$ cat src/rtl/uart_cmd_dispatcher_if.sv
// Bundle of the UART rx/tx path and the per-handler handshake lines.
// master = dispatcher side, slave = UART + handler side.
interface uart_cmd_dispatcher_if #(
  parameter int N_HANDLERS = 4
);
  localparam int SEL_W = (N_HANDLERS > 1) ? $clog2(N_HANDLERS) : 1;

  logic                       rx_ready;
  logic [7:0]                 rx_data;
  logic                       tx_active;
  logic                       tx_done;
  logic [7:0]                 tx_data;
  logic                       tx_start;
  logic [N_HANDLERS-1:0]      h_activate;
  logic [N_HANDLERS-1:0]      h_done;
  logic [N_HANDLERS-1:0]      h_rx_ready;
  logic [N_HANDLERS-1:0][7:0] h_tx_data;
  logic [N_HANDLERS-1:0]      h_tx_start;
  logic                       busy;
  logic [SEL_W-1:0]           sel;
  logic                       err_cmd;
  logic                       err_timeout;

  modport master (
    input  rx_ready, rx_data, tx_active, tx_done, h_done, h_tx_data, h_tx_start,
    output tx_data, tx_start, h_activate, h_rx_ready, busy, sel, err_cmd, err_timeout
  );

  modport slave (
    output rx_ready, rx_data, tx_active, tx_done, h_done, h_tx_data, h_tx_start,
    input  tx_data, tx_start, h_activate, h_rx_ready, busy, sel, err_cmd, err_timeout
  );
endinterface

$ cat src/rtl/uart_cmd_dispatcher.sv
// Command front-end for the shared UART: one command byte picks a handler,
// which then owns rx/tx until it raises done or goes quiet for too long.
// Unknown commands are answered with a single NAK byte.
module uart_cmd_dispatcher #(
  parameter int         N_HANDLERS     = 4,
  parameter logic [7:0] NAK_BYTE       = 8'h15,
  parameter int         TIMEOUT_CYCLES = 12_000_000
) (
  input  logic                  clk,
  input  logic                  reset,
  uart_cmd_dispatcher_if.master bus
);
  localparam int SEL_W = (N_HANDLERS > 1) ? $clog2(N_HANDLERS) : 1;
  localparam int CNT_W = $clog2(TIMEOUT_CYCLES + 1);
  localparam logic [CNT_W-1:0] CNT_LAST = CNT_W'(TIMEOUT_CYCLES - 1);
  localparam logic [7:0]       N_CMD    = 8'(N_HANDLERS);

  typedef enum logic [2:0] {
    S_IDLE, S_RUN, S_RELEASE, S_NAK_WAIT, S_NAK_SEND
  } state_t;

  state_t                state_q, state_d;
  logic [SEL_W-1:0]      sel_q, sel_d;
  logic [CNT_W-1:0]      cnt_q, cnt_d;
  logic                  err_cmd_q, err_cmd_d;
  logic                  err_to_q, err_to_d;
  logic [7:0]            tx_hold_q;
  logic [7:0]            tx_src;
  logic                  tx_start_c;
  logic [N_HANDLERS-1:0] act_c, rxr_c;
  logic                  sel_done;

  assign sel_done = bus.h_done[sel_q];

  // State register, grant index, idle counter, error pulses and tx byte hold.
  always_ff @(posedge clk or posedge reset) begin
    if (reset) begin
      state_q   <= S_IDLE;
      sel_q     <= '0;
      cnt_q     <= '0;
      err_cmd_q <= 1'b0;
      err_to_q  <= 1'b0;
      tx_hold_q <= '0;
    end else begin
      state_q   <= state_d;
      sel_q     <= sel_d;
      cnt_q     <= cnt_d;
      err_cmd_q <= err_cmd_d;
      err_to_q  <= err_to_d;
      if (tx_start_c) tx_hold_q <= tx_src;
    end
  end

  // Next-state decode plus the grant-dependent muxing of rx/tx.
  always_comb begin
    state_d    = state_q;
    sel_d      = sel_q;
    cnt_d      = cnt_q;
    err_cmd_d  = 1'b0;
    err_to_d   = 1'b0;
    act_c      = '0;
    rxr_c      = '0;
    tx_start_c = 1'b0;
    tx_src     = tx_hold_q;
    case (state_q)
      S_IDLE: begin
        // The command byte itself is consumed here and never forwarded.
        if (bus.rx_ready) begin
          if (bus.rx_data < N_CMD) begin
            sel_d   = bus.rx_data[SEL_W-1:0];
            cnt_d   = '0;
            state_d = S_RUN;
          end else begin
            err_cmd_d = 1'b1;
            state_d   = S_NAK_WAIT;
          end
        end
      end
      S_RUN: begin
        act_c[sel_q] = 1'b1;
        rxr_c[sel_q] = bus.rx_ready;
        tx_src       = bus.h_tx_data[sel_q];
        tx_start_c   = bus.h_tx_start[sel_q];
        // Any traffic on the link counts as handler activity.
        if (bus.rx_ready || bus.h_tx_start[sel_q] || bus.tx_active) cnt_d = '0;
        else                                                         cnt_d = cnt_q + 1'b1;
        // done takes priority over a coincident timeout.
        if (sel_done) begin
          state_d = S_RELEASE;
        end else if (cnt_q == CNT_LAST) begin
          err_to_d = 1'b1;
          state_d  = S_IDLE;
        end
      end
      S_RELEASE: begin
        if (!sel_done) state_d = S_IDLE;
      end
      S_NAK_WAIT: begin
        if (!bus.tx_active) state_d = S_NAK_SEND;
      end
      S_NAK_SEND: begin
        tx_src     = NAK_BYTE;
        tx_start_c = 1'b1;
        state_d    = S_IDLE;
      end
      default: state_d = S_IDLE;
    endcase
  end

  assign bus.h_activate  = act_c;
  assign bus.h_rx_ready  = rxr_c;
  assign bus.tx_start    = tx_start_c;
  assign bus.tx_data     = tx_start_c ? tx_src : tx_hold_q;
  assign bus.busy        = (state_q != S_IDLE);
  assign bus.sel         = sel_q;
  assign bus.err_cmd     = err_cmd_q;
  assign bus.err_timeout = err_to_q;
endmodule

$ cat src/flat_wrapper.sv
// flat-port wrapper written by rule: the top's interface ports become plain ports
module uart_cmd_dispatcher_flat 
#(
  parameter int         N_HANDLERS     = 4,
  parameter logic [7:0] NAK_BYTE       = 8'h15,
  parameter int         TIMEOUT_CYCLES = 12_000_000
)
  (clk, reset, bus_rx_ready, bus_rx_data, bus_tx_active, bus_tx_done, bus_h_done, bus_h_tx_data, bus_h_tx_start, bus_tx_data, bus_tx_start, bus_h_activate, bus_h_rx_ready, bus_busy, bus_sel, bus_err_cmd, bus_err_timeout);
  uart_cmd_dispatcher_if #(.N_HANDLERS(N_HANDLERS)) bus_i ();
  input  logic clk;
  input  logic reset;
  input wire logic [$bits(bus_i.rx_ready)-1:0] bus_rx_ready;
  input wire logic [$bits(bus_i.rx_data)-1:0] bus_rx_data;
  input wire logic [$bits(bus_i.tx_active)-1:0] bus_tx_active;
  input wire logic [$bits(bus_i.tx_done)-1:0] bus_tx_done;
  input wire logic [$bits(bus_i.h_done)-1:0] bus_h_done;
  input wire logic [$bits(bus_i.h_tx_data)-1:0] bus_h_tx_data;
  input wire logic [$bits(bus_i.h_tx_start)-1:0] bus_h_tx_start;
  output wire logic [$bits(bus_i.tx_data)-1:0] bus_tx_data;
  output wire logic [$bits(bus_i.tx_start)-1:0] bus_tx_start;
  output wire logic [$bits(bus_i.h_activate)-1:0] bus_h_activate;
  output wire logic [$bits(bus_i.h_rx_ready)-1:0] bus_h_rx_ready;
  output wire logic [$bits(bus_i.busy)-1:0] bus_busy;
  output wire logic [$bits(bus_i.sel)-1:0] bus_sel;
  output wire logic [$bits(bus_i.err_cmd)-1:0] bus_err_cmd;
  output wire logic [$bits(bus_i.err_timeout)-1:0] bus_err_timeout;
  assign bus_i.rx_ready = bus_rx_ready;
  assign bus_i.rx_data = bus_rx_data;
  assign bus_i.tx_active = bus_tx_active;
  assign bus_i.tx_done = bus_tx_done;
  assign bus_i.h_done = bus_h_done;
  assign bus_i.h_tx_data = bus_h_tx_data;
  assign bus_i.h_tx_start = bus_h_tx_start;
  assign bus_tx_data = bus_i.tx_data;
  assign bus_tx_start = bus_i.tx_start;
  assign bus_h_activate = bus_i.h_activate;
  assign bus_h_rx_ready = bus_i.h_rx_ready;
  assign bus_busy = bus_i.busy;
  assign bus_sel = bus_i.sel;
  assign bus_err_cmd = bus_i.err_cmd;
  assign bus_err_timeout = bus_i.err_timeout;
  uart_cmd_dispatcher #(.N_HANDLERS(N_HANDLERS), .NAK_BYTE(NAK_BYTE), .TIMEOUT_CYCLES(TIMEOUT_CYCLES)) u_core (.clk(clk), .reset(reset), .bus(bus_i));
endmodule
$ cat config.mk
export PLATFORM = sky130hd
export DESIGN_NAME = uart_cmd_dispatcher_flat
export DESIGN_NICKNAME = d
export VERILOG_FILES = /design/src/rtl/uart_cmd_dispatcher_if.sv /design/src/rtl/uart_cmd_dispatcher.sv /design/src/flat_wrapper.sv
export SDC_FILE = /design/constraint.sdc
export NUM_CORES = 1
export LEC_CHECK = 0
export BUFFER_PORTS_ARGS = -buffer_cell sky130_fd_sc_hd__buf_2
export CORE_ASPECT_RATIO = 0.6
export CORE_UTILIZATION = 40
export CTS_BUF_LIST = sky130_fd_sc_hd__clkbuf_16
export DETAILED_ROUTE_END_ITERATION = 6
export PLACE_DENSITY = 0.75
export SYNTH_ARGS = -nofsm -noshare
export SYNTH_HDL_FRONTEND = slang
export SYNTH_SLANG_ARGS = --single-unit
$ cat constraint.sdc
create_clock -name clk -period 2.78 [get_ports clk]
set_clock_uncertainty 0.2 [all_clocks]
set_input_delay 0.834 -clock clk [delete_from_list [all_inputs] [get_ports clk]]
set_output_delay 0.834 -clock clk [all_outputs]
set_load 0.03 [all_outputs]
# Word-level counts from Yosys, hierarchy flattened
# Index checks and enable logic that the tools add are counted.
# word_totals
ff_bits	39
out_inout_bits	22
elab_cells	60
# op_classes
addsub	1
order_cmp	3
eq_ne	10
mux	30
bitwise	1
n_reduce_logical	9
# op_table
operator	n
2-to-1 mux 24 bit	3
one-hot mux 24 bit (2 select lines)	1
adder 24 x 1 -> 24 bit, second input constant	1
equality test 24 bit, second input constant	1
binary-select mux 8 bit (select 2 bit)	1
2-to-1 mux 8 bit	2
one-hot mux 8 bit (2 select lines)	1
2-to-1 mux 3 bit	5
one-hot mux 3 bit (4 select lines)	1
2-to-1 mux 1 bit	9
< comparator 8 x 3 -> 1 bit, second input constant	1
2-to-1 mux 4 bit	2
equality test 3 x 2 -> 1 bit, second input constant	2
inequality test 2 bit, second input constant	3
AND reduction 3 bit	2
AND 4 bit	1
binary-select mux 1 bit (select 2 bit)	2
AND reduction 4 bit	1
equality test 3 x 1 -> 1 bit, second input constant	1
equality test 3 bit, second input constant	1
logical NOT 3 bit	1
< comparator 2 x 3 -> 1 bit, second input constant	1
inequality test 3 x 1 -> 1 bit, second input constant	1
nonzero test 3 bit	1
8 further kinds	9

# Logic depth before layout (Yosys ltp)
# logic_depth
ltp_word	6
ltp_mapped	8

# Worst setup path after synthesis
# No wires, ideal clock.
# synth_path
kind	reg-to-output
from	register u_core.state_q[2]
to	output bus_h_rx_ready[0]
arrival_ns	2.199
t_required_ns	1.746
path_slack_ns	-0.453
stages_incl_launch_ff	5
cell_sequence	dfrtp_1 clkbuf_1 or3b_2 buf_2 nor4b_1
# synth_via
elab_chain_len	2
# synth_lines
item	line	rtl
start, declared	uart_cmd_dispatcher.sv:22	state_t state_q, state_d;
start signal, assigned	uart_cmd_dispatcher.sv:45	state_q <= state_d;
equality test 3 x 1 -> 1 bit	uart_cmd_dispatcher.sv:65	case (state_q)
2-to-1 mux 4 bit	uart_cmd_dispatcher.sv:65	
end, declared	flat_wrapper.sv:22	output wire logic [$bits(bus_i.h_rx_ready)-1:0] bus_h_rx_ready;
# No other way between the ends.

# Worst setup path in the final report
# layout_path
from	input bus_h_tx_start[3]
to	output bus_tx_data[2]
# layout_via
elab_chain_len	4
# layout_lines
item	line	rtl
start, declared	flat_wrapper.sv:18	input wire logic [$bits(bus_i.h_tx_start)-1:0] bus_h_tx_start;
binary-select mux 1 bit (select 2 bit)	uart_cmd_dispatcher.sv:83	tx_start_c = bus.h_tx_start[sel_q];
2-to-1 mux 1 bit (not written as such)	uart_cmd_dispatcher.sv:83	
one-hot mux 1 bit (2 select lines)	uart_cmd_dispatcher.sv:65	
2-to-1 mux 8 bit	n/a	
end, declared	flat_wrapper.sv:19	output wire logic [$bits(bus_i.tx_data)-1:0] bus_tx_data;
# No other way between the ends. The select of a mux whose other input is x is not followed.

==> impl_metrics.py <==
metrics = {
    "critical_path": {
        "timing.rr.start": "u_core.state_q[2]$_DFFE_PP0P_",
        "cp_num_buf_inv": 2,
        "crit_fanout": 8,
        "critPathTopFamily": "multiplexers",
        "cpMostUsedCell": "buf_6",
        "path_cells": "buf_6 -> mux4_2 -> and2_4 -> a21oi_2 -> o22a_2 -> buf_6",
        "crit_type": "in2out",
        "arrival_ns": 2.11,
        "critical-path-max-stage-delay_ns": 0.54,
        "slowest_stage": "mux4_2",
        "worstPathRequired_ns": 1.75,
        "cp-end-kind": "output port",
        "startpoint": "bus_h_tx_start[3]",
        "crit_path_start_kind": "input port",
    },
    "clocking": {
        "clk_path_buf_depth": 2,
        "clock-sinks": 39,
        "cts.htree.levels": 2,
        "root_buffer": "clkbuf_16",
        "hold_buffers": 0,
        "clk_pin_slew_ns": 0.06,
        "clk_latency_ns": 0.28,
        "cts_buffers": 5,
        "cts_tree": "done",
    },
    "power_and_ir_drop": {
        "power_frac_comb_pct": 52.1,
        "power.switching_mw": 1.212,
        "internal_power_mw": 1.780,
        "finalPower_mw": 2.992,
        "power_density_nw_per_um2": 834.8,
        "leakagePower_nw": 1.484,
        "ir_drop_mv": 0.4697,
        "switching_share_pct": 40.50,
        "seq_power_share_pct": 26.6,
        "clkPwrFrac_pct": 21.3,
    },
    "cells_and_area": {
        "final_cell_mix": "buf_2, dfrtp_1, nand2_1, buf_4, a21oi_1",
        "syn2layout_area_growth_pct": 35.59,
        "finalNonFillerCells": 450,
        "diodes": 0,
        "final_nets": 420,
        "layout_commonest_cell": "buf_2",
        "layout-drive-gt1-share_pct": 40.98,
    },
    "sta": {
        "finalWorstSetupSlack_ns": -0.3667,
        "finalHoldViolations": 0,
        "drv_slew": 0,
        "period_share_pct": 113.2,
        "slew_headroom_pct": 66.40,
        "rsz0062_at_grt": "true",
        "setup_violations": 9,
        "hold_ws_ns": 0.3482,
        "tightestPinTransition_ns": 0.5039,
        "max_freq_ghz": 0.3178,
        "layout_min_cycle_time_ns": 3.147,
        "tns_ns": -2.950,
    },
    "routing": {
        "wl_per_cell_um": 17.44,
        "drc": 0,
        "drtPass1Iterations": 5,
        "vias": 2765,
        "wl_um": 7848,
        "vias_per_cell": 6.144,
        "postRouteAntennaNets": 0,
        "drt_iter0_drc": 202,
    },
    "floorplan": {
        "coreArea_um2": 6248,
        "die_x_um": 107.0,
        "die_area_um2": 6949,
        "ios": 75,
        "start_util_pct": 42.31,
        "core.rowCount": 22,
        "die-height_um": 64.98,
    },
    "place": {
        "port_buffers": 73,
        "pre_cts_ws_ns": -0.4401,
        "dp_cells": 441,
        "gp_congestion": 0.8817,
        "hpwl_um": 5731,
    },
    "grt": {
        "antenna_found_initial": 0,
        "grt_pass1_wl_um": 12310,
        "track_usage_pct": 23.49,
        "overflow": 0,
        "grt_max_degree": 40,
        "grt_pass1_vias": 2495,
    },
    "synth": {
        "synth_seq_cells": 39,
        "async_flop_share_pct": 100.0,
        "ys_warn_count": 0,
        "ys.flop_type": "dfrtp_1",
        "synth_edf_count": 0,
        "yosysSeqAreaShare_pct": 36.91,
        "synth.net_count": 337,
        "syn_area_per_cell_um2": 9.342,
        "syn_inst": 283,
        "synth.cell_area_um2": 2644,
        "synthDistinctLibCells": 51,
    },
    "worst_hold_path": {
        "hp-start": "u_core.tx_hold_q[0]$_DFF_PP0_",
        "min_path_type": "reg2reg",
    },
    "run": {
        "max_cap_violations": 0,
    },
    "outcome": {
        "outcome": "complete, but fails checks",
        "failed_checks": "negative setup slack",
    },
}
[flip-flops by register name (all words and copies together), names as in the netlist]
name and flops:
u_core.cnt_q 24, u_core.tx_hold_q 8, u_core.state_q 3, u_core.bus.sel 2, u_core.bus.err_cmd 1, u_core.bus.err_timeout 1
[per-stage QoR]
step                      utilization [%]  area (µm²)
after floorplan                         -        2765
after global placement              52.70        3293
after detailed placement            52.70        3293
after CTS                           56.95        3558
after global routing                57.37        3585
final                               57.37        3585
[power by group through the flow]
stage                     registers (mW)  logic (mW)  clock network, mW
after CTS                          0.784        1.54              0.647
after global placement             0.783        1.33                  0
after detailed placement           0.790        1.36                  0
final                              0.797        1.56              0.637
after floorplan                    0.775       0.987                  0
after global routing               0.806        1.66              0.671
[final cells by class]
cell class | count | area [µm²]
repair buffers | 95 | 626.9
clock buffers | 5 | 125.1
flip-flops and latches | 39 | 977.2
fillers | 551 | 2664
clock inverters | 2 | 33.78
inverters | 9 | 33.78
well taps | 84 | 105.1
multi-input cells | 216 | 1683
[per-layer routing]
layer	global-route usage, %	vias to the layer above	wire, µm
met1	33.27	1366	3759
met4	7.363	0	106
li1	-	1264	-
met5	0	-	0
met2	35.97	127	3444
met3	4.829	8	537
[cells in the mapped netlist (all sizes together), types with 6 or more instances]
| master | n | area, µm² |
|---|---|---|
| dfrtp | 39 | 975.9 |
| nand2 | 30 | 112.6 |
| a21oi | 21 | 112.6 |
| or4 | 16 | 127.6 |
| clkbuf | 12 | 45.04 |
| nand3 | 12 | 60.06 |
| nor2 | 12 | 45.04 |
| o31ai | 12 | 95.09 |
| mux4 | 10 | 225.2 |
| inv | 9 | 33.78 |
| nor3 | 9 | 45.04 |
| o21ai | 9 | 48.80 |
| buf | 7 | 46.29 |
| nand4 | 7 | 43.79 |
| nor2b | 6 | 37.54 |
| nor4 | 6 | 43.79 |
[kinds of logic (layout without fill, tap and decap cells)]
family                     Yosys count  in the layout  share of synthesized area [%]
muxes                               16             16                          10.93
DFF                                 39             39                          36.91
AOI/OAI and AO/OA                   70             70                          18.79
and+or+nand+nor                    129            129                          28.16
adders and majority gates            1              1                         0.4732
buffers and inverters               28            111                          4.732
[path summary, 6_finish.rpt]
kind,end,slack (ns),depth (start not counted)
max in group asynchronous,u_core.state_q[1]$_DFFE_PP0P_,1.53,3
min,u_core.tx_hold_q[0]$_DFF_PP0_,0.35,1
max reg2reg,u_core.cnt_q[20]$_DFFE_PP0P_,0.22,5
max,bus_tx_data[2],-0.37,6
min reg2reg,u_core.tx_hold_q[0]$_DFF_PP0_,0.35,1
min in group asynchronous,u_core.cnt_q[2]$_DFFE_PP0P_,0.48,3
[what timing repair did]
action                     CTS  global route
buffers inserted             1             1
pin swaps                    4             3
gates resized for setup     28             5
setup endpoints to repair   11            12
Power figures use the tool's default switching activity.
